===== src/rtl/scan_sel_gen.sv =====
// scan_sel_gen: select/enable sequencer for a 3-to-8 decoder scanning 8 masked lines.
// Define SCAN_REVERSE_EN to add a `dir` input for descending scan order.
module scan_sel_gen #(
    parameter int PRESCALE  = 4,
    parameter int BLANK_CYC = 1
) (
    input  logic       clk,
    input  logic       rst,
    input  logic       run,
    input  logic [7:0] mask,
`ifdef SCAN_REVERSE_EN
    input  logic       dir,
`endif
    output logic       e,
    output logic [2:0] w,
    output logic       frame_done
);
    typedef enum logic [1:0] {IDLE, ACTIVE, BLANK} state_t;
    state_t      state_q, state_d;
    logic        e_q, e_d;
    logic [2:0]  w_q, w_d;
    logic        fd_q, fd_d;
    logic [15:0] cnt_q, cnt_d;
    logic        down;
    logic [3:0]  start_s, next_s;
    logic        next_wrap, dwell_end, blank_end;
`ifdef SCAN_REVERSE_EN
    assign down = dir;
`else
    assign down = 1'b0;
`endif
    // {found, index}: nearest set bit after cur in scan direction; cur itself is tried last
    function automatic logic [3:0] find_next(input logic [7:0] m, input logic [2:0] cur, input logic dn);
        logic [3:0] r;
        logic [2:0] idx;
        r = '0;
        for (int k = 8; k >= 1; k--) begin
            idx = dn ? cur - 3'(k) : cur + 3'(k);
            if (m[idx]) r = {1'b1, idx};
        end
        return r;
    endfunction
    always_comb begin
        start_s   = find_next(mask, down ? 3'd0 : 3'd7, down);
        next_s    = find_next(mask, w_q, down);
        next_wrap = down ? (next_s[2:0] >= w_q) : (next_s[2:0] <= w_q);
        dwell_end = (state_q == ACTIVE) && (cnt_q == 16'(PRESCALE - 1));
        blank_end = (state_q == BLANK) && (cnt_q == 16'(BLANK_CYC - 1));
        state_d   = state_q;
        e_d       = e_q;
        w_d       = w_q;
        fd_d      = 1'b0;
        cnt_d     = cnt_q + 16'd1;
        if (!run) begin
            state_d = IDLE;
            e_d     = 1'b0;
            cnt_d   = '0;
        end else if (state_q == IDLE) begin
            cnt_d = '0;
            if (start_s[3]) begin
                state_d = ACTIVE;
                e_d     = 1'b1;
                w_d     = start_s[2:0];
            end
        end else if ((dwell_end && BLANK_CYC == 0) || blank_end) begin
            cnt_d   = '0;
            state_d = next_s[3] ? ACTIVE : IDLE;
            e_d     = next_s[3];
            w_d     = next_s[3] ? next_s[2:0] : w_q;
            fd_d    = next_s[3] & next_wrap;
        end else if (dwell_end) begin
            state_d = BLANK;
            e_d     = 1'b0;
            cnt_d   = '0;
        end
    end
    always_ff @(posedge clk or posedge rst) begin
        if (rst) begin
            state_q <= IDLE;
            e_q     <= 1'b0;
            w_q     <= '0;
            fd_q    <= 1'b0;
            cnt_q   <= '0;
        end else begin
            state_q <= state_d;
            e_q     <= e_d;
            w_q     <= w_d;
            fd_q    <= fd_d;
            cnt_q   <= cnt_d;
        end
    end
    assign e          = e_q;
    assign w          = w_q;
    assign frame_done = fd_q;
endmodule


===== config.mk =====
export PLATFORM = sky130hd
export DESIGN_NAME = scan_sel_gen
export DESIGN_NICKNAME = d
export VERILOG_FILES = /design/src/rtl/scan_sel_gen.sv
export SDC_FILE = /design/constraint.sdc
export NUM_CORES = 1
export LEC_CHECK = 0
export CORE_MARGIN = 2
export CORE_UTILIZATION = 43
export DETAILED_ROUTE_END_ITERATION = 10
export PLACE_DENSITY = 0.62
export SLEW_MARGIN = 20
export SYNTH_ARGS = -nofsm -noshare
export SYNTH_HDL_FRONTEND = slang
export SYNTH_SLANG_ARGS = --single-unit

===== constraint.sdc =====
create_clock -name clk -period 5.7 [get_ports clk]
set_input_delay 0.855 -clock clk [delete_from_list [all_inputs] [get_ports clk]]
set_output_delay 0.855 -clock clk [all_outputs]
set_load 0.02 [all_outputs]

==> metrics.md <==
| Metric | Value |
|---|---|
| DRT Wirelength | `5242 um` |
| Layout cells sized above 1 | `0.1627` |
| Measured slew at the worst slew-check pin | `0.8438 ns` |
| CP peak stage delay | `approximately 0.75 ns` |
| Hpwl dp | `3873 um` |
| Setup_tns | `0 ns` |
| P&R area growth vs syn | `7.647%` |
| Final Instance Area | `~0.0025 mm^2` |
| Type of origin of the critical path | `flop` |
| Antenna Cells | `0` |
| Part of the cycle the worst path needs | `0.8272` |
| CP endpoint kind | `flop` |
| Die Y-Extent | `77.77 um` |
| Placed instance area | `0.002454 mm^2` |
| Global routing usage on met2 | `0.3543` |
| DP Worst Slack | `roughly 1 ns` |
| Layer with the highest usage | `met2` |
| Fin. Hold Viols | `0` |
| Initial core utilization | `0.4523` |
| Die span in x | `between 70 and 80 um` |
| Arrival @ worst endpoint | `just under 5 ns` |
| CP Cell Sequence | `clkinv_1 > ha_1 > mux4_2 > mux2i_2 > nor3_1 > o31ai_1 > nor3b_1 > or3_1 > ha_1 > a21o_1 > a21oi_1 > a31oi_1 > nor4b_1` |
| Number of buffers created by CTS | `3` |
| DR pass1 iterations | `4` |
| Status | `finished clean` |
| First-pass GRT wire length | `9446 um` |
| Slowest CP cell | `ha_1` |
| Clock sinks | `22` |
| Power per cell area | `604.9 mW/mm^2` |
| CTS max path bufs | `2` |
| Post-route insts no fill | `~320` |
| Post-CTS resize count | `0` |
| Layout fillers | `491` |
| Final setup vio count | `0` |
| Prevailing post-synth register cell | `dfrtp_1` |
| Synth area leader | `dfrtp_1` |
| Cell with the most instances after synthesis | `nor2_1` |
| Vias per cell | `6.050` |
| Syn Inst Count | `248` |
| Final net count | `271` |
| Fin. max-slew vios | `0` |
| Clock latency on the worst-skew pair | `between 0.2 and 0.3 ns` |
| WS Path Type | `reg2reg` |
| Maximum clock rate | `212.1 MHz` |
| GPL Wtd Cong | `0.8651` |
| Antenna viol nets, final | `0` |
| Post-synth top cells | `nor2_1 (30), dfrtp_1 (22), nand2_1 (17), mux4_2 (14), inv_1 (12)` |
| Post-CTS Setup Inserts | `0` |
| CTS Hold Bufs | `0` |
| Ranking of synthesized cells by area | `dfrtp_1 (24%), mux4_2 (13%), nor2_1 (4.8%)` |
| Vias in the first global route | `2020` |
| Total number of vias | `1948` |
| Total gr overflow | `0` |
| Post-synthesis cell type count | `60` |
| Worst Path Required | `about 6 ns` |
| Static leakage | `0.9980 nW` |
| Yosys reg bits | `22` |
| Unrepaired setup endpoints after global routing | `false` |
| Top-area cell type share of the netlist area | `0.2353` |
| CTS tree | `done` |
| Placed insts | `318` |
| Initial antenna violation count | `0` |
| Worst min path class | `reg2reg` |
| Avg Cell Area, Syn | `9.434 um^2` |
| Core area | `between 0.005 and 0.006 mm^2` |
| CP most frequent cell | `ha_1` |
| Final total power | `~0.0015 W` |
| Die area | `0.006047 mm^2` |
| Post-synth EDFFs | `0` |
| Post-Syn Area | `about 0.0023 mm^2` |
| Crit path max fanout | `18` |
| Syn Nets | `between 200 and 300` |
| Slew margin rel. | `0.4368` |
| MaxCap Viol Count | `0` |
| Initial detailed-routing violation count | `225` |
| Total GRT Usage | `0.1877` |
| Input/output buffers | `15` |
| Clk pin slew, worst setup/hold paths | `0.08 ns` |
| Clock Skews | `a little under 0.005 ns` |
| Cell Rows | `26` |
| Max IR drop VDD | `0.2432 mV` |
| Register area share after synthesis | `0.2353` |
| Avg WL per Cell | `roughly 16 um` |
| DRC violations left | `0` |
| Post-synthesis async set-or-reset flop share | `1.000` |
| Number of H-tree levels | `1` |
| Met1 Use GR | `0.2291` |
| Setup ws final | `0.9850 ns` |
| CTS root buffer | `clkbuf_8` |
| Post-layout minimum cycle time | `4.715 ns` |
| # IOs | `16` |
| Largest net degree at the start of global routing | `24` |
| GR Util met3 | `0.01977` |
| Yosys warns | `0` |
-- worst max-delay path: cells and delay by family (launching register included) --
kind	cells	cell delay, ns
adders and majority gates	2	1.05
muxes	2	0.96
and+or+nand+nor	4	0.81
DFF	1	0.70
AOI/OAI and AO/OA	4	0.63
buffers and inverters	1	0.46
-- layer usage --
metal | wire length [um] | vias up
met5 | 0 | -
met4 | 68 | 0
met3 | 197 | 8
met2 | 2773 | 44
met1 | 2204 | 967
li1 | - | 929
-- path summary, 6_finish.rpt --
| path | start | endpoint | slack (ns) | cells after the start |
|---|---|---|---|---|
| max | w[1] | frame_done | 0.99 | 13 |
| min | cnt_q[0] | cnt_q[0] | 0.49 | 1 |
| max reg2reg | w[1] | frame_done | 0.99 | 13 |
| min reg2reg | cnt_q[0] | cnt_q[0] | 0.49 | 1 |
| max in group asynchronous | rst | state_q[0] | 4.11 | 2 |
| min in group asynchronous | rst | frame_done | 1.07 | 2 |
-- power breakdown --
part	leakage [nW]	internal (W)	switching, W
clock	0.0288	0.0000614	0.0000467
sequential	0.298	0.000178	0.0000565
combinational	0.672	0.000541	0.000641
total	0.998	0.000780	0.000744
-- final cells by class --
| class | count | area (um^2) | area share |
|---|---|---|---|
| Multi-Input combinational cell | 196 | 1615 | 0.6413 |
| Sequential cell | 22 | 550.5 | 0.2186 |
| Timing Repair Buffer | 16 | 157.7 | 0.06259 |
| Tap cell | 70 | 87.58 | 0.03477 |
| Clock buffer | 4 | 55.05 | 0.02186 |
| Inverter | 14 | 52.55 | 0.02086 |
-- flip-flops by register name, indices dropped and copies added, names as in the netlist --
signal      count
cnt_q          16
frame_done      1
state_q         2
w               3
-- through the flow --
stage / hold WS, ns / utilization
floorplan: 0.4546 / -
global placement: 0.4791 / 0.4744
detailed placement: 0.4845 / 0.4744
CTS: 0.4984 / 0.4850
global route: 0.5258 / 0.4869
finish: 0.4932 / 0.4869
-- cells in the final DEF (no fill, tap or decap), types with 6 or more instances in the layout --
cell type	instances
nand2_1	17
a21oi_1	10
xnor2_1	6
clkdlybuf4s50_1	15
mux2i_1	9
nand3_1	11
inv_1	12
nor2_1	30
xor2_1	8
ha_1	7
mux4_2	14
dfrtp_1	22
o21ai_0	10
-- logic make-up after synthesis --
group | after synthesis | share of synthesized area
simple gates | 93 | 0.1984
compound gates | 50 | 0.1562
mux | 32 | 0.2385
buf+inv | 30 | 0.08181
flops | 22 | 0.2353
xor+xnor | 14 | 0.05241
fa+ha+maj | 7 | 0.03743
Note: power is estimated with default switching activity, not from simulation.
